==> src/rtl/keypad_pkg.sv <==
// Shared types and sizing helpers for the matrix-keypad scanner.
package keypad_pkg;

  typedef enum logic [0:0] {
    ST_IDLE = 1'b0,
    ST_SCAN = 1'b1
  } scan_state_t;

  function automatic int map_width(input int rows, input int cols);
    return rows * cols;
  endfunction

  function automatic int key_width(input int rows, input int cols);
    return (rows * cols > 1) ? $clog2(rows * cols) : 1;
  endfunction

endpackage

==> src/rtl/keypad_frame_debounce.sv <==
// Whole-frame debouncer: a new key map is accepted only after DEBOUNCE identical frames.
module keypad_frame_debounce
  import keypad_pkg::*;
#(
  parameter int MAP_W    = 16,
  parameter int DEBOUNCE = 3
) (
  input  logic             clk,
  input  logic             rst_n,
  input  logic             eof,
  input  logic             abort,
  input  logic [MAP_W-1:0] frame,
  output logic [MAP_W-1:0] acc_map
);

  localparam int CNT_W = $clog2(DEBOUNCE + 1);

  logic [MAP_W-1:0] prev_r;
  logic [CNT_W-1:0] cnt_r;
  logic [CNT_W-1:0] cnt_next_s;

  // Stable-frame count after this frame, saturating at DEBOUNCE
  always_comb begin
    cnt_next_s = cnt_r;
    if (frame == prev_r) begin
      if (cnt_r != CNT_W'(DEBOUNCE)) begin
        cnt_next_s = cnt_r + CNT_W'(1);
      end else begin
        cnt_next_s = cnt_r;
      end
    end else begin
      cnt_next_s = CNT_W'(1);
    end
  end

  // Frame history and accepted map
  always_ff @(posedge clk or negedge rst_n) begin
    if (!rst_n) begin
      prev_r  <= {MAP_W{1'b0}};
      cnt_r   <= {CNT_W{1'b0}};
      acc_map <= {MAP_W{1'b0}};
    end else if (abort) begin
      cnt_r <= {CNT_W{1'b0}};
    end else if (eof) begin
      cnt_r  <= cnt_next_s;
      prev_r <= frame;
      if ((cnt_next_s == CNT_W'(DEBOUNCE)) && (frame != acc_map)) begin
        acc_map <= frame;
      end
    end
  end

endmodule

==> src/rtl/keypad_scan_debounced.sv <==
// ROWSxCOLS keypad scanner: row sequencer, column synchroniser, frame debounce and
// registered press/release/code reporting.
module keypad_scan_debounced
  import keypad_pkg::*;
#(
  parameter int ROWS     = 4,
  parameter int COLS     = 4,
  parameter int DWELL    = 1000,
  parameter int DEBOUNCE = 3
) (
  input  logic                                clk,
  input  logic                                rst_n,
  input  logic                                scan_en,
  input  logic [COLS-1:0]                     col_n,
  output logic [ROWS-1:0]                     row_n,
  output logic [key_width(ROWS, COLS)-1:0]    key_code,
  output logic                                key_press,
  output logic                                key_release,
  output logic                                key_held,
  output logic                                multi_key
);

  localparam int MAP_W = map_width(ROWS, COLS);
  localparam int KEY_W = key_width(ROWS, COLS);
  localparam int ROW_W = (ROWS > 1) ? $clog2(ROWS) : 1;
  localparam int DW_W  = $clog2(DWELL);

  scan_state_t      state_r;
  logic [COLS-1:0]  col_meta_r;
  logic [COLS-1:0]  col_sync_r;
  logic [COLS-1:0]  cols_s;
  logic [ROW_W-1:0] row_idx_r;
  logic [ROW_W-1:0] row_nxt_s;
  logic [DW_W-1:0]  dwell_r;
  logic [MAP_W-1:0] frame_r;
  logic [MAP_W-1:0] frame_s;
  logic [MAP_W-1:0] acc_map_s;
  logic [KEY_W-1:0] low_idx_s;
  logic             multi_s;
  logic             eof_s;
  logic             abort_s;

  // Column synchroniser; idles at all-released so nothing looks pressed out of reset
  always_ff @(posedge clk or negedge rst_n) begin
    if (!rst_n) begin
      col_meta_r <= {COLS{1'b1}};
      col_sync_r <= {COLS{1'b1}};
    end else begin
      col_meta_r <= col_n;
      col_sync_r <= col_meta_r;
    end
  end

  assign cols_s = ~col_sync_r;

  // Frame with the current row's columns merged in, plus sequencing strobes
  always_comb begin
    frame_s = frame_r;
    for (int r = 0; r < ROWS; r++) begin
      if (ROW_W'(r) == row_idx_r) begin
        frame_s[r*COLS +: COLS] = cols_s;
      end else begin
        frame_s[r*COLS +: COLS] = frame_r[r*COLS +: COLS];
      end
    end
    row_nxt_s = (row_idx_r == ROW_W'(ROWS - 1)) ? {ROW_W{1'b0}} : row_idx_r + ROW_W'(1);
    eof_s     = (state_r == ST_SCAN) && scan_en && (dwell_r == DW_W'(DWELL - 1))
                && (row_idx_r == ROW_W'(ROWS - 1));
    abort_s   = (state_r == ST_SCAN) && !scan_en;
  end

  // Row sequencer FSM
  always_ff @(posedge clk or negedge rst_n) begin
    if (!rst_n) begin
      state_r   <= ST_IDLE;
      row_idx_r <= {ROW_W{1'b0}};
      dwell_r   <= {DW_W{1'b0}};
      frame_r   <= {MAP_W{1'b0}};
      row_n     <= {ROWS{1'b1}};
    end else begin
      case (state_r)
        ST_IDLE: begin
          row_n <= {ROWS{1'b1}};
          if (scan_en) begin
            state_r   <= ST_SCAN;
            row_idx_r <= {ROW_W{1'b0}};
            dwell_r   <= {DW_W{1'b0}};
            row_n     <= {{(ROWS-1){1'b1}}, 1'b0};
          end
        end
        ST_SCAN: begin
          if (!scan_en) begin
            state_r   <= ST_IDLE;
            row_n     <= {ROWS{1'b1}};
            row_idx_r <= {ROW_W{1'b0}};
            dwell_r   <= {DW_W{1'b0}};
            frame_r   <= {MAP_W{1'b0}};
          end else if (dwell_r == DW_W'(DWELL - 1)) begin
            frame_r   <= frame_s;
            dwell_r   <= {DW_W{1'b0}};
            row_idx_r <= row_nxt_s;
            row_n     <= ~({{(ROWS-1){1'b0}}, 1'b1} << row_nxt_s);
          end else begin
            dwell_r <= dwell_r + DW_W'(1);
          end
        end
        default: begin
          state_r <= ST_IDLE;
          row_n   <= {ROWS{1'b1}};
        end
      endcase
    end
  end

  keypad_frame_debounce #(
    .MAP_W    (MAP_W),
    .DEBOUNCE (DEBOUNCE)
  ) u_debounce (
    .clk     (clk),
    .rst_n   (rst_n),
    .eof     (eof_s),
    .abort   (abort_s),
    .frame   (frame_s),
    .acc_map (acc_map_s)
  );

  // Lowest set index wins; x & (x-1) is non-zero only with two or more bits set
  always_comb begin
    low_idx_s = {KEY_W{1'b0}};
    for (int i = MAP_W - 1; i >= 0; i--) begin
      if (acc_map_s[i]) begin
        low_idx_s = KEY_W'(i);
      end else begin
        low_idx_s = low_idx_s;
      end
    end
    multi_s = |(acc_map_s & (acc_map_s - MAP_W'(1)));
  end

  // Output registers; key_held doubles as the previous-map-nonzero flag for the pulses
  always_ff @(posedge clk or negedge rst_n) begin
    if (!rst_n) begin
      key_code    <= {KEY_W{1'b0}};
      key_press   <= 1'b0;
      key_release <= 1'b0;
      key_held    <= 1'b0;
      multi_key   <= 1'b0;
    end else begin
      key_held    <= |acc_map_s;
      multi_key   <= multi_s;
      key_press   <= (|acc_map_s) && !key_held;
      key_release <= !(|acc_map_s) && key_held;
      if (|acc_map_s) begin
        key_code <= low_idx_s;
      end
    end
  end

endmodule

==> config.mk <==
export PLATFORM = sky130hd
export DESIGN_NAME = keypad_scan_debounced
export DESIGN_NICKNAME = d
export VERILOG_FILES = /design/src/rtl/keypad_pkg.sv /design/src/rtl/keypad_frame_debounce.sv /design/src/rtl/keypad_scan_debounced.sv
export SDC_FILE = /design/constraint.sdc
export NUM_CORES = 1
export LEC_CHECK = 0
export ABC_CLOCK_PERIOD_IN_PS = 3200
export CORE_MARGIN = 2
export CORE_UTILIZATION = 52
export DETAILED_ROUTE_END_ITERATION = 16
export PLACE_DENSITY = 0.77
export SLEW_MARGIN = 25
export SYNTH_ARGS = -nofsm -noshare
export SYNTH_HDL_FRONTEND = slang
export SYNTH_SLANG_ARGS = --single-unit
==> constraint.sdc <==
create_clock -name clk -period 3.2 [get_ports clk]
set_input_delay 0.48 -clock clk [delete_from_list [all_inputs] [get_ports clk]]
set_output_delay 0.48 -clock clk [all_outputs]
set_load 0.02 [all_outputs]
==> impl_results.md, run 1 <==
* Crit path DAT at 3.27 ns
* Critical Path Source Type: register
* Synth unique cells at 49
* Slew @ Worst Pin at 0.7409 ns
* Tot GR Track Use at 0.2062
* Fin. max-slew vios at 0
* Clock Sinks at 83
* Max IR drop VDD at 0.2218 mV
* Critical Path Fanout Max at 8
* Slowest cell on crit path: dfrtp_1
* Synthesized netlist cell count at 382
* Clock transition at the registers of the reported paths at 0.09 ns
* Hold bufs inserted after CTS at 0
* Diodes inserted at 0
* CP bufs+invs at 2
* Share of post-route cells with drive strength above 1 at 0.2098
* Initial core utilization at 0.5396
* # fillers at 658
* Cell leakage power at 2.192 nW
* TNS Setup at 0 ns
* Cts bufs inserted at 9
* Mean Syn Cell Area at 10.97 µm²
* Core ar. at 0.007767 mm²
* Final Hold Fails at 0
* Critical path class: reg2reg
* Port bufs at 18
* CP max stage delay at 0.46 ns
* Remaining Overflow, GRT at 0
* Final setup viols at 0
* DR vias/cell at 5.646
* Minimum clock period at 3.035 ns
* Fin crit share at 0.9486
* Worst path required time at 3.44 ns
* Maximum operating frequency at 329.4 MHz
* Post-synthesis simple-gate area fraction at 0.1254
* Critical path, cell by cell: inv_1 -> ha_2 -> mux2_4 -> xor2_1 -> nor4_2 -> nand4_1 -> nor4b_4 -> buf_4 -> mux2_2
* Die width at 93.78 µm
* CTS resizes at 0
* Area Growth Syn to Fin at 12.12%
* Setup bufs post-CTS at 0
* Synth top area cells: dfrtp_1 (42%), dfstp_2 (7.5%), mux2_2 (4.8%), mux2_4 (4.7%), xnor2_1 (3.6%)
* Most frequent cell after synthesis: dfrtp_1
* Register area share after synthesis at 0.4991
* Sequential cell area at 0.002092 mm²
* HP Class: in2async
* CTS root buffer: clkbuf_8
* Main combinational cell family by area after synthesis: simple AND/OR/NAND/NOR gates
* GR Layer Usage met2 at 0.3464
* Max_slew headroom at 0.5060
* Mean routed wirelength per cell at 16.28 µm
* Count of non-filler cells in the finished layout at 512
* M1 GR Usage at 0.2695
* Mapped Nets at 398
* Post-synth top cells: dfrtp_1 (71), nor2_1 (30), o21ai_0 (29)
* Yosys reg bits at 83
* YS warnings at 0
* Final #Nets at 421
* CTS tree: done
* Io pins at 19
* Initial antenna violation count at 0
* Die area at 0.008795 mm²
* Top FF cell, synth: dfrtp_1
* Clock Path Buffers at 2
* # rows at 32
* Post-Synthesis Cell Area at 0.004192 mm²
* Mux cell area share after synthesis at 0.1140
* Dpl hpwl at 5757 µm
* Crit. End Element: register
* Post-synth EDFFs at 0
* Vias at 2,891
* MaxCap Viol Count at 0
* Max Clock Skew at 0.01068 ns
* Post-synth top area share at 0.4239
* H-tree Lvls at 3
* First-pass GRT wire length at 14,230 µm
* Routed WL at 8335 µm
* Initial DRC Count at 147
* Multi-input gate area at 0.001928 mm²
* Largest net degree at the start of global routing at 84
* GRT busiest layer: met2
* Post-synthesis adder-cell area fraction at 0.03164
* DR pass1 iterations at 4
* Compound-Gate Fraction of Synth Area at 0.1155
* Outcome: completed
* Xor/xnor share of the synthesized area at 0.06896
* GPL Wtd Cong at 0.8527
* Placed insts at 496
* Cell Pwr Density at 410.0 mW/mm²
* Vias in the first global route at 3,022
* GR Util met3 at 0.02809
* Remaining antenna violation count after routing at 0
* Area leader, netlist: dfrtp_1
* Delay-heaviest family, CP: simple AND/OR/NAND/NOR gates
* Worst skew pair latency at 0.35 ns
* DRC viols at 0
* DIE HEIGHT at 93.78 µm
* Async S/R FF share, synth at 1.000
[registers in the layout, indices dropped and copies added (netlist names)]
name	cells
key_release	1
row_idx_r	2
key_held	1
col_sync_r	4
u_debounce.prev_r	16
row_n	4
key_code	4
state_r	1
key_press	1
multi_key	1
col_meta_r	4
frame_r	16
u_debounce.acc_map	16
u_debounce.cnt_r	2
dwell_r	10
[through the flow]
| step | power, mW | cell area (µm²) | hold WS, ns | utilization | worst slack (ns) |
|---|---|---|---|---|---|
| 2_1_floorplan | 1.122 | 4192 | 0.1844 | - | 0.3313 |
| 3_3_place_gp | 1.163 | 4468 | 0.3452 | 0.5752 | 0.2231 |
| 3_5_place_dp | 1.165 | 4468 | 0.3472 | 0.5752 | 0.05492 |
| 4_1_cts | 1.949 | 4677 | 0.3430 | 0.6021 | 0.04089 |
| 5_1_grt | 1.993 | 4700 | 0.2299 | 0.6050 | -0.01235 |
| 6_report | 1.927 | 4700 | 0.1660 | 0.6050 | 0.1645 |
[power breakdown]
| part | switching [mW] | leakage [nW] | internal, mW | total, mW |
|---|---|---|---|---|
| Sequential | 0.0107 | 1.11 | 1.06 | 1.07 |
| Clock | 0.394 | 0.0995 | 0.389 | 0.782 |
| Combinational | 0.0487 | 0.977 | 0.0233 | 0.0720 |
| Total | 0.453 | 2.19 | 1.47 | 1.93 |
[layout make-up]
type / instances / area share
inverters: 17 / 0.01358
clock buffers: 10 / 0.02929
repair buffers: 31 / 0.05937
flip-flops and latches: 83 / 0.4452
well taps: 102 / 0.02716
multi-input cells: 263 / 0.4103
clock inverters: 6 / 0.01518
[metal layers]
layer	wire length [µm]	vias up
met5	0	-
met2	4244	54
met1	3772	1442
met4	108	0
met3	211	9
li1	-	1386
[placed cells by master, fill, tap and decap left out, types with 7 or more instances in the layout]
master	n
a21oi_1	15
a22o_1	11
buf_4	13
clkbuf_8	10
clkdlybuf4s50_1	17
dfrtp_1	71
dfstp_2	12
inv_1	16
mux2_2	18
mux2_4	13
nand2_1	28
nand4_1	8
nor2_1	30
nor4_1	7
o21ai_0	29
xnor2_1	17
xor2_1	16
[final timing paths]
| path | to | slack, ns | start | depth (start not counted) |
|---|---|---|---|---|
| setup / recovery | u_debounce.acc_map[2]$_DFFE_PN0P_ | 0.16 | row_idx_r[0]$_DFFE_PN0P_ | 9 |
| hold / removal | multi_key$_DFF_PN0_ | 0.17 | rst_n | 1 |
| setup reg to reg | u_debounce.acc_map[2]$_DFFE_PN0P_ | 0.16 | row_idx_r[0]$_DFFE_PN0P_ | 9 |
| hold reg to reg | col_sync_r[3]$_DFF_PN1_ | 0.36 | col_meta_r[3]$_DFF_PN1_ | 0 |
| max in group asynchronous | row_idx_r[1]$_DFFE_PN0P_ | 2.53 | rst_n | 1 |
| min in group clk | col_sync_r[3]$_DFF_PN1_ | 0.36 | col_meta_r[3]$_DFF_PN1_ | 0 |
[cell families after synthesis]
logic type / after synthesis
AND/OR/NAND/NOR: 104
flip-flops: 83
AO/OA/AOI/OAI: 76
multiplexers: 39
buffers and inverters: 36
XOR/XNOR: 33
adder cells (fa/ha/maj): 11
No activity file was read; power rests on OpenSTA's default activity.
==> run 2, diff against run 1 <==
- CORE_ASPECT_RATIO: default -> 0.6
- CTS_BUF_LIST: default -> sky130_fd_sc_hd__clkbuf_4 sky130_fd_sc_hd__clkbuf_8 sky130_fd_sc_hd__clkbuf_16
==> run 2 against run 1 <==
  * Power increased by 13%
  * Die area rose by 0.27%
  * Worst setup slack worse by 0.076 ns
  * Non-clock buffer count rose by 6
  * Register-to-register slack lost 0.08 ns
  * Cell count up 2.3%
  * Flip-flop and latch count unchanged
  * Combinational power barely moved
  * First-iteration DRC count is 73% higher
  * Critical path type unchanged
==> impl_results.md, run 2 (synthesis gave the netlist of run 1 again) <==
* Slowest cell on crit path: dfrtp_1
* Minimum clock period at 3.112 ns (+0.07609 ns)
* Area of placed instances at 0.004513 mm² (+1.0%)
* Worst Reg2Reg Path Length in Cells at 9 (unchanged)
* Sequential cell area at 0.002092 mm² (unchanged)
* Commonest non-fill, non-tap cell in the layout: dfrtp_1
* CTS root buffer: clkbuf_16
* Finished Cell Area at 0.004877 mm² (+3.8%)
* Remaining Overflow, GRT at 0 (unchanged)
* GPL Wtd Cong at 0.8168 (-4.2%)
* Tot GR Track Use at 0.2165 (+0.01023)
* # fillers at 606 (-7.9%)
* # rows at 25 (-22%)
* Clock transition at the registers of the reported paths at 0.06 ns (-0.03 ns)
* Worst skew pair latency at 0.34 ns (about the same)
* Most frequent cells in the layout: dfrtp_1 (71), nor2_1 (30), o21ai_0 (29), nand2_1 (28), buf_4 (19)
* Clock Sinks at 83 (unchanged)
* Dpl hpwl at 5923 µm (+2.9%)
* Initial DRC Count at 254 (+73%)
* Critical path class: reg2reg
* Vias in the first global route at 2,795 (-7.5%)
* Place WS at 0.1253 ns (+0.07038 ns)
* Final #Nets at 427 (+1.4%)
* Multi-input gate area at 0.001963 mm² (+1.8%)
* Initial core utilization at 0.5339 (-0.005762)
* Routed WL at 8605 µm (+3.2%)
* Crit. End Element: register
* Outcome: completed
* DR vias/cell at 5.590 (-1.0%)
* Critical Path Fanout Max at 9 (+1)
* CP Depth at 9 (unchanged)
* MaxCap Viol Count at 0 (unchanged)
* H-tree Lvls at 3 (unchanged)
* Die area at 0.008818 mm² (+0.27%)
* Max Clock Skew at 0.009674 ns (-0.001010 ns)
* Port bufs at 18 (unchanged)
* Clock Path Buffers at 2 (unchanged)
* HP Class: in2async
* DRC viols at 0 (unchanged)
* Slew @ Worst Pin at 0.7346 ns (-0.006324 ns)
* Final hold slack at 0.1820 ns (+0.01593 ns)
* DIE HEIGHT at 73.55 µm (-22%)
* Die width at 119.9 µm (+28%)
* Critical path, cell by cell: inv_1 -> ha_4 -> mux2_4 -> xor2_1 -> nor4_2 -> nand4_1 -> nor4b_4 -> buf_4 -> mux2_2
* Cts bufs inserted at 9 (unchanged)
* Diodes inserted at 0 (unchanged)
* Cell Pwr Density at 446.3 mW/mm² (+8.9%)
* Share of post-route cells with drive strength above 1 at 0.2260 (+0.01621)
* Crit path DAT at 3.33 ns (+0.06 ns)
* Final Hold Fails at 0 (unchanged)
* Delay-heaviest family, CP: simple AND/OR/NAND/NOR gates
* Fin. max-slew vios at 0 (unchanged)
* Core ar. at 0.007851 mm² (+1.1%)
* Area Growth Syn to Fin at 16.36%
* TNS Setup at 0 ns (unchanged)
* Final setup viols at 0 (unchanged)
* Flop-to-flop setup slack at 0.09 ns (-0.08 ns)
* CP max stage delay at 0.47 ns (about the same)
* Placed insts at 507 (+2.2%)
* CP bufs+invs at 2 (unchanged)
* Worst path required time at 3.41 ns (-0.03 ns)
* Cell leakage power at 2.276 nW (+3.9%)
* Io pins at 19 (unchanged)
* Initial antenna violation count at 0 (unchanged)
* CTS tree: done
* Max IR drop VDD at 0.4814 mV (+120%)
* Vias at 2,929 (+1.3%)
* Largest net degree at the start of global routing at 84 (unchanged)
* Count of non-filler cells in the finished layout at 524 (+2.3%)
* Final setup margin at 0.08843 ns (-0.07609 ns)
* Critical Path Source Type: register
* Maximum operating frequency at 321.4 MHz (-2.4%)
* Top Registers: frame_r: 16 flops, u_debounce.acc_map: 16 flops, u_debounce.prev_r: 16 flops
* Max_slew headroom at 0.5103 (+0.004216)
* Remaining antenna violation count after routing at 0 (unchanged)
* First-pass GRT wire length at 14,470 µm (+1.7%)
* Fin crit share at 0.9724 (+0.02378)
* Mean routed wirelength per cell at 16.42 µm (+0.88%)
* DR pass1 iterations at 4 (unchanged)
==> run 2: changes by cell type in the layout (fill, tap and decap cells not counted), moves of 2 or more <==
| cell | delta |
|---|---|
| clkinv_2 | +3 |
| ha_2 | -2 |
| clkbuf_8 | -9 |
| buf_4 | +6 |
| inv_6 | -2 |
| clkbuf_16 | +9 |
| ha_4 | +3 |
==> run 2: worst paths after layout <==
check / start / to
worst max-delay path: row_idx_r[1]$_DFFE_PN0P_ / u_debounce.acc_map[4]$_DFFE_PN0P_
worst min-delay path: rst_n / row_idx_r[1]$_DFFE_PN0P_
worst max register to register: row_idx_r[1]$_DFFE_PN0P_ / u_debounce.acc_map[4]$_DFFE_PN0P_
worst min register to register: col_meta_r[1]$_DFF_PN1_ / col_sync_r[1]$_DFF_PN1_
max in group asynchronous: rst_n / multi_key$_DFF_PN0_
min in group clk: col_meta_r[1]$_DFF_PN1_ / col_sync_r[1]$_DFF_PN1_
==> run 2: per-layer routing <==
metal,up-vias,wire length (µm),track usage
li1,1406,-,-
met1,1434,4268,0.3217
met2,79,3718,0.3106
met3,10,489,0.06832
met4,0,129,0.04837
met5,-,0,0
==> run 2: through the flow <==
| step | total power, mW | utilization |
|---|---|---|
| 6_report | 2.177 | 0.6212 |
| 5_1_grt | 2.252 | 0.6212 |
| 4_1_cts | 2.190 | 0.6129 |
| 3_5_place_dp | 1.165 | 0.5748 |
| 3_3_place_gp | 1.163 | 0.5748 |
| 2_1_floorplan | 1.122 | - |
==> run 2: final cells by class <==
cell class	instances	share of cell area
Clock buffer	11	0.05054
Clock inverter	5	0.01077
Inverter	17	0.01308
Multi-Input combinational cell	263	0.4025
Sequential cell	83	0.4289
Tap cell	108	0.02771
Timing Repair Buffer	37	0.06644
==> run 2: power by group <==
| group | switching [mW] | internal, mW | total, mW |
|---|---|---|---|
| logic | 0.0484 | 0.0239 | 0.0723 |
| registers | 0.0106 | 1.06 | 1.07 |
| clock network | 0.400 | 0.630 | 1.03 |
| total | 0.459 | 1.72 | 2.18 |
==> run 2: repair_timing <==
item,CTS,global route
resized for setup,0,11
hold buffers,0,0
endpoints found under the setup margin,0,16
setup buffers,0,1
==> run 3, diff against run 2 <==
- CORE_ASPECT_RATIO: 0.6 -> 1.5
==> run 3 against run 2 <==
  * Critical path depth unchanged
  * Core utilization decreased by 1.4 points
  * Routed wire length decreased by 5.7%
  * Hold slack got worse by 0.0013 ns
  * Worst setup slack improved by 0.025 ns
  * First-iteration DRC count decreased by 52%
  * Combinational power decreased by 2%
  * Die area about the same
  * Power decreased by 1.9%
  * Final area decreased by 1.5%
  * Register-to-register slack improved by 0.03 ns
  * Critical endpoint is now u_debounce.acc_map[2]$_DFFE_PN0P_
  * Largest power group unchanged
  * Highest routed layer unchanged
==> impl_results.md, run 3 (synthesis gave the netlist of run 1 again) <==
* Clock Sinks at 83 (unchanged)
* # fillers at 695 (+15%)
* Fin crit share at 0.9645 (-0.007852)
* Most frequent cells in the layout: dfrtp_1 (71), nor2_1 (30), o21ai_0 (29), nand2_1 (28), mux2_2 (18)
* Share of post-route cells with drive strength above 1 at 0.2015 (-0.02451)
* Cts bufs inserted at 9 (unchanged)
* Core ar. at 0.007908 mm² (+0.72%)
* Port bufs at 18 (unchanged)
* Remaining antenna violation count after routing at 0 (unchanged)
* CP max stage delay at 0.45 ns (-0.02 ns)
* Place WS at 0.1211 ns (-0.004176 ns)
* Max_slew headroom at 0.5082 (-0.002076)
* Cell leakage power at 2.249 nW (-1.2%)
* Clock Path Buffers at 2 (unchanged)
* Die width at 77.31 µm (-36%)
* Slew @ Worst Pin at 0.7377 ns (+0.003114 ns)
* GPL Wtd Cong at 0.8442 (+3.4%)
* CTS tree: done
* DRC viols at 0 (unchanged)
* Crit. End Element: register
* DR vias/cell at 5.634 (+0.80%)
* Diodes inserted at 0 (unchanged)
* CTS root buffer: clkbuf_16
* Final #Nets at 423 (-0.94%)
* Delay-heaviest family, CP: simple AND/OR/NAND/NOR gates
* Largest net degree at the start of global routing at 84 (unchanged)
* RSZ-0062 raised after global routing: no
* Worst path required time at 3.42 ns (about the same)
* Outcome: completed
* Die area at 0.008810 mm² (about the same)
* Minimum clock period at 3.086 ns (-0.02513 ns)
* Final setup viols at 0 (unchanged)
* TNS Setup at 0 ns (unchanged)
* CP bufs+invs at 2 (unchanged)
* Maximum operating frequency at 324.0 MHz (+0.81%)
* Max IR drop VDD at 0.2948 mV (-39%)
* Worst skew pair latency at 0.34 ns (about the same)
* Critical path class: reg2reg
* Vias at 2,913 (-0.55%)
* DIE HEIGHT at 114.0 µm (+55%)
* Crit path DAT at 3.31 ns (-0.02 ns)
* Max Clock Skew at 0.008773 ns (-0.0009003 ns)
* Fin. max-slew vios at 0 (unchanged)
* Area Growth Syn to Fin at 14.57%
* Clock transition at the registers of the reported paths at 0.06 ns (about the same)
* First-pass GRT wire length at 13,510 µm (-6.6%)
* Initial antenna violation count at 0 (unchanged)
* DR pass1 iterations at 4 (unchanged)
* Top Registers: frame_r: 16 flops, u_debounce.acc_map: 16 flops, u_debounce.prev_r: 16 flops
* Critical path, cell by cell: inv_1 -> ha_1 -> mux2_4 -> xor2_1 -> nor4_2 -> nand4_1 -> nor4b_4 -> buf_12 -> mux2_2
* Critical Path Fanout Max at 16 (+7)
* Critical Path Source Type: register
* H-tree Lvls at 3 (unchanged)
* Tot GR Track Use at 0.2002 (-0.01630)
* Mean routed wirelength per cell at 15.70 µm (-4.4%)
* Remaining Overflow, GRT at 0 (unchanged)
* HP Class: in2async
* Routed WL at 8117 µm (-5.7%)
* Commonest non-fill, non-tap cell in the layout: dfrtp_1
* Slowest cell on crit path: dfrtp_1
* Hold bufs inserted after CTS at 0 (unchanged)
* # rows at 40 (+60%)
* Final setup margin at 0.1136 ns (+0.02513 ns)
* Initial core utilization at 0.5301 (-0.003801)
* Vias in the first global route at 2,877 (+2.9%)
* Initial DRC Count at 122 (-52%)
* Cell Pwr Density at 444.6 mW/mm² (-0.38%)
* MaxCap Viol Count at 0 (unchanged)
* Final Hold Fails at 0 (unchanged)
* Dpl hpwl at 5881 µm (-0.71%)
* Io pins at 19 (unchanged)
==> run 3: cell types whose count changed in the layout (fill, tap and decap cells not counted), sizes merged <==
cell    previous run  this run
buf               20        16
clkbuf            11        13
bufinv             1         0
clkinv             3         2
==> run 3: final timing paths <==
path | startpoint | endpoint | slack [ns] | cells past startpoint
max | row_idx_r[0]$_DFFE_PN0P_ | u_debounce.acc_map[2]$_DFFE_PN0P_ | 0.11 | 9
min | rst_n | u_debounce.acc_map[12]$_DFFE_PN0P_ | 0.18 | 1
max reg2reg | row_idx_r[0]$_DFFE_PN0P_ | u_debounce.acc_map[2]$_DFFE_PN0P_ | 0.11 | 9
min reg2reg | col_meta_r[0]$_DFF_PN1_ | col_sync_r[0]$_DFF_PN1_ | 0.35 | 0
max in group asynchronous | rst_n | u_debounce.prev_r[5]$_DFFE_PN0P_ | 2.51 | 1
min in group clk | col_meta_r[0]$_DFF_PN1_ | col_sync_r[0]$_DFF_PN1_ | 0.35 | 0
==> run 3: layout make-up <==
type	instances	area, µm²	area share
inverters	17	63.81	0.01329
clock inverters	3	21.27	0.004429
repair buffers	33	306.5	0.06384
multi-input cells	263	1913	0.3984
well taps	105	131.4	0.02736
clock buffers	13	274.0	0.05706
flip-flops and latches	83	2092	0.4356
==> run 3: power breakdown <==
group	total [mW]	internal, mW	switching, mW
Sequential	1.07	1.06	0.0107
Clock	0.990	0.597	0.392
Combinational	0.0710	0.0235	0.0475
Total	2.14	1.68	0.450
==> run 3: stage by stage <==
step	util	total power [mW]	area, µm²	std cells	hold WS [ns]
after CTS	0.6063	2.163	4795	517	0.3555
final	0.6073	2.135	4802	517	0.1806
after global routing	0.6073	2.222	4802	517	0.2506
after global placement	0.5690	1.163	4499	501	0.3458
after detailed placement	0.5690	1.165	4499	501	0.3479
after floorplan	-	1.122	4192	382	0.1844
==> run 3: repair_timing <==
action	4_1_cts	5_1_grt
gates resized for setup	0	1
buffers inserted	0	0
endpoints found under the setup margin	0	6
==> run 3: worst register-to-register path, stage by stage (launching register included) <==
cell and delay, ns:
dfrtp_1 0.45, inv_1 0.17, ha_1 0.33, mux2_4 0.37
xor2_1 0.16, nor4_2 0.35, nand4_1 0.27, nor4b_4 0.32
buf_12 0.21, mux2_2 0.36
==> run 3: per-layer routing <==
| metal | track usage | share of wire |
|---|---|---|
| met5 | 0 | 0 |
| met3 | 0.04589 | 0.026 |
| met4 | 0.09762 | 0.026 |
| met2 | 0.3693 | 0.55 |
| met1 | 0.2126 | 0.40 |
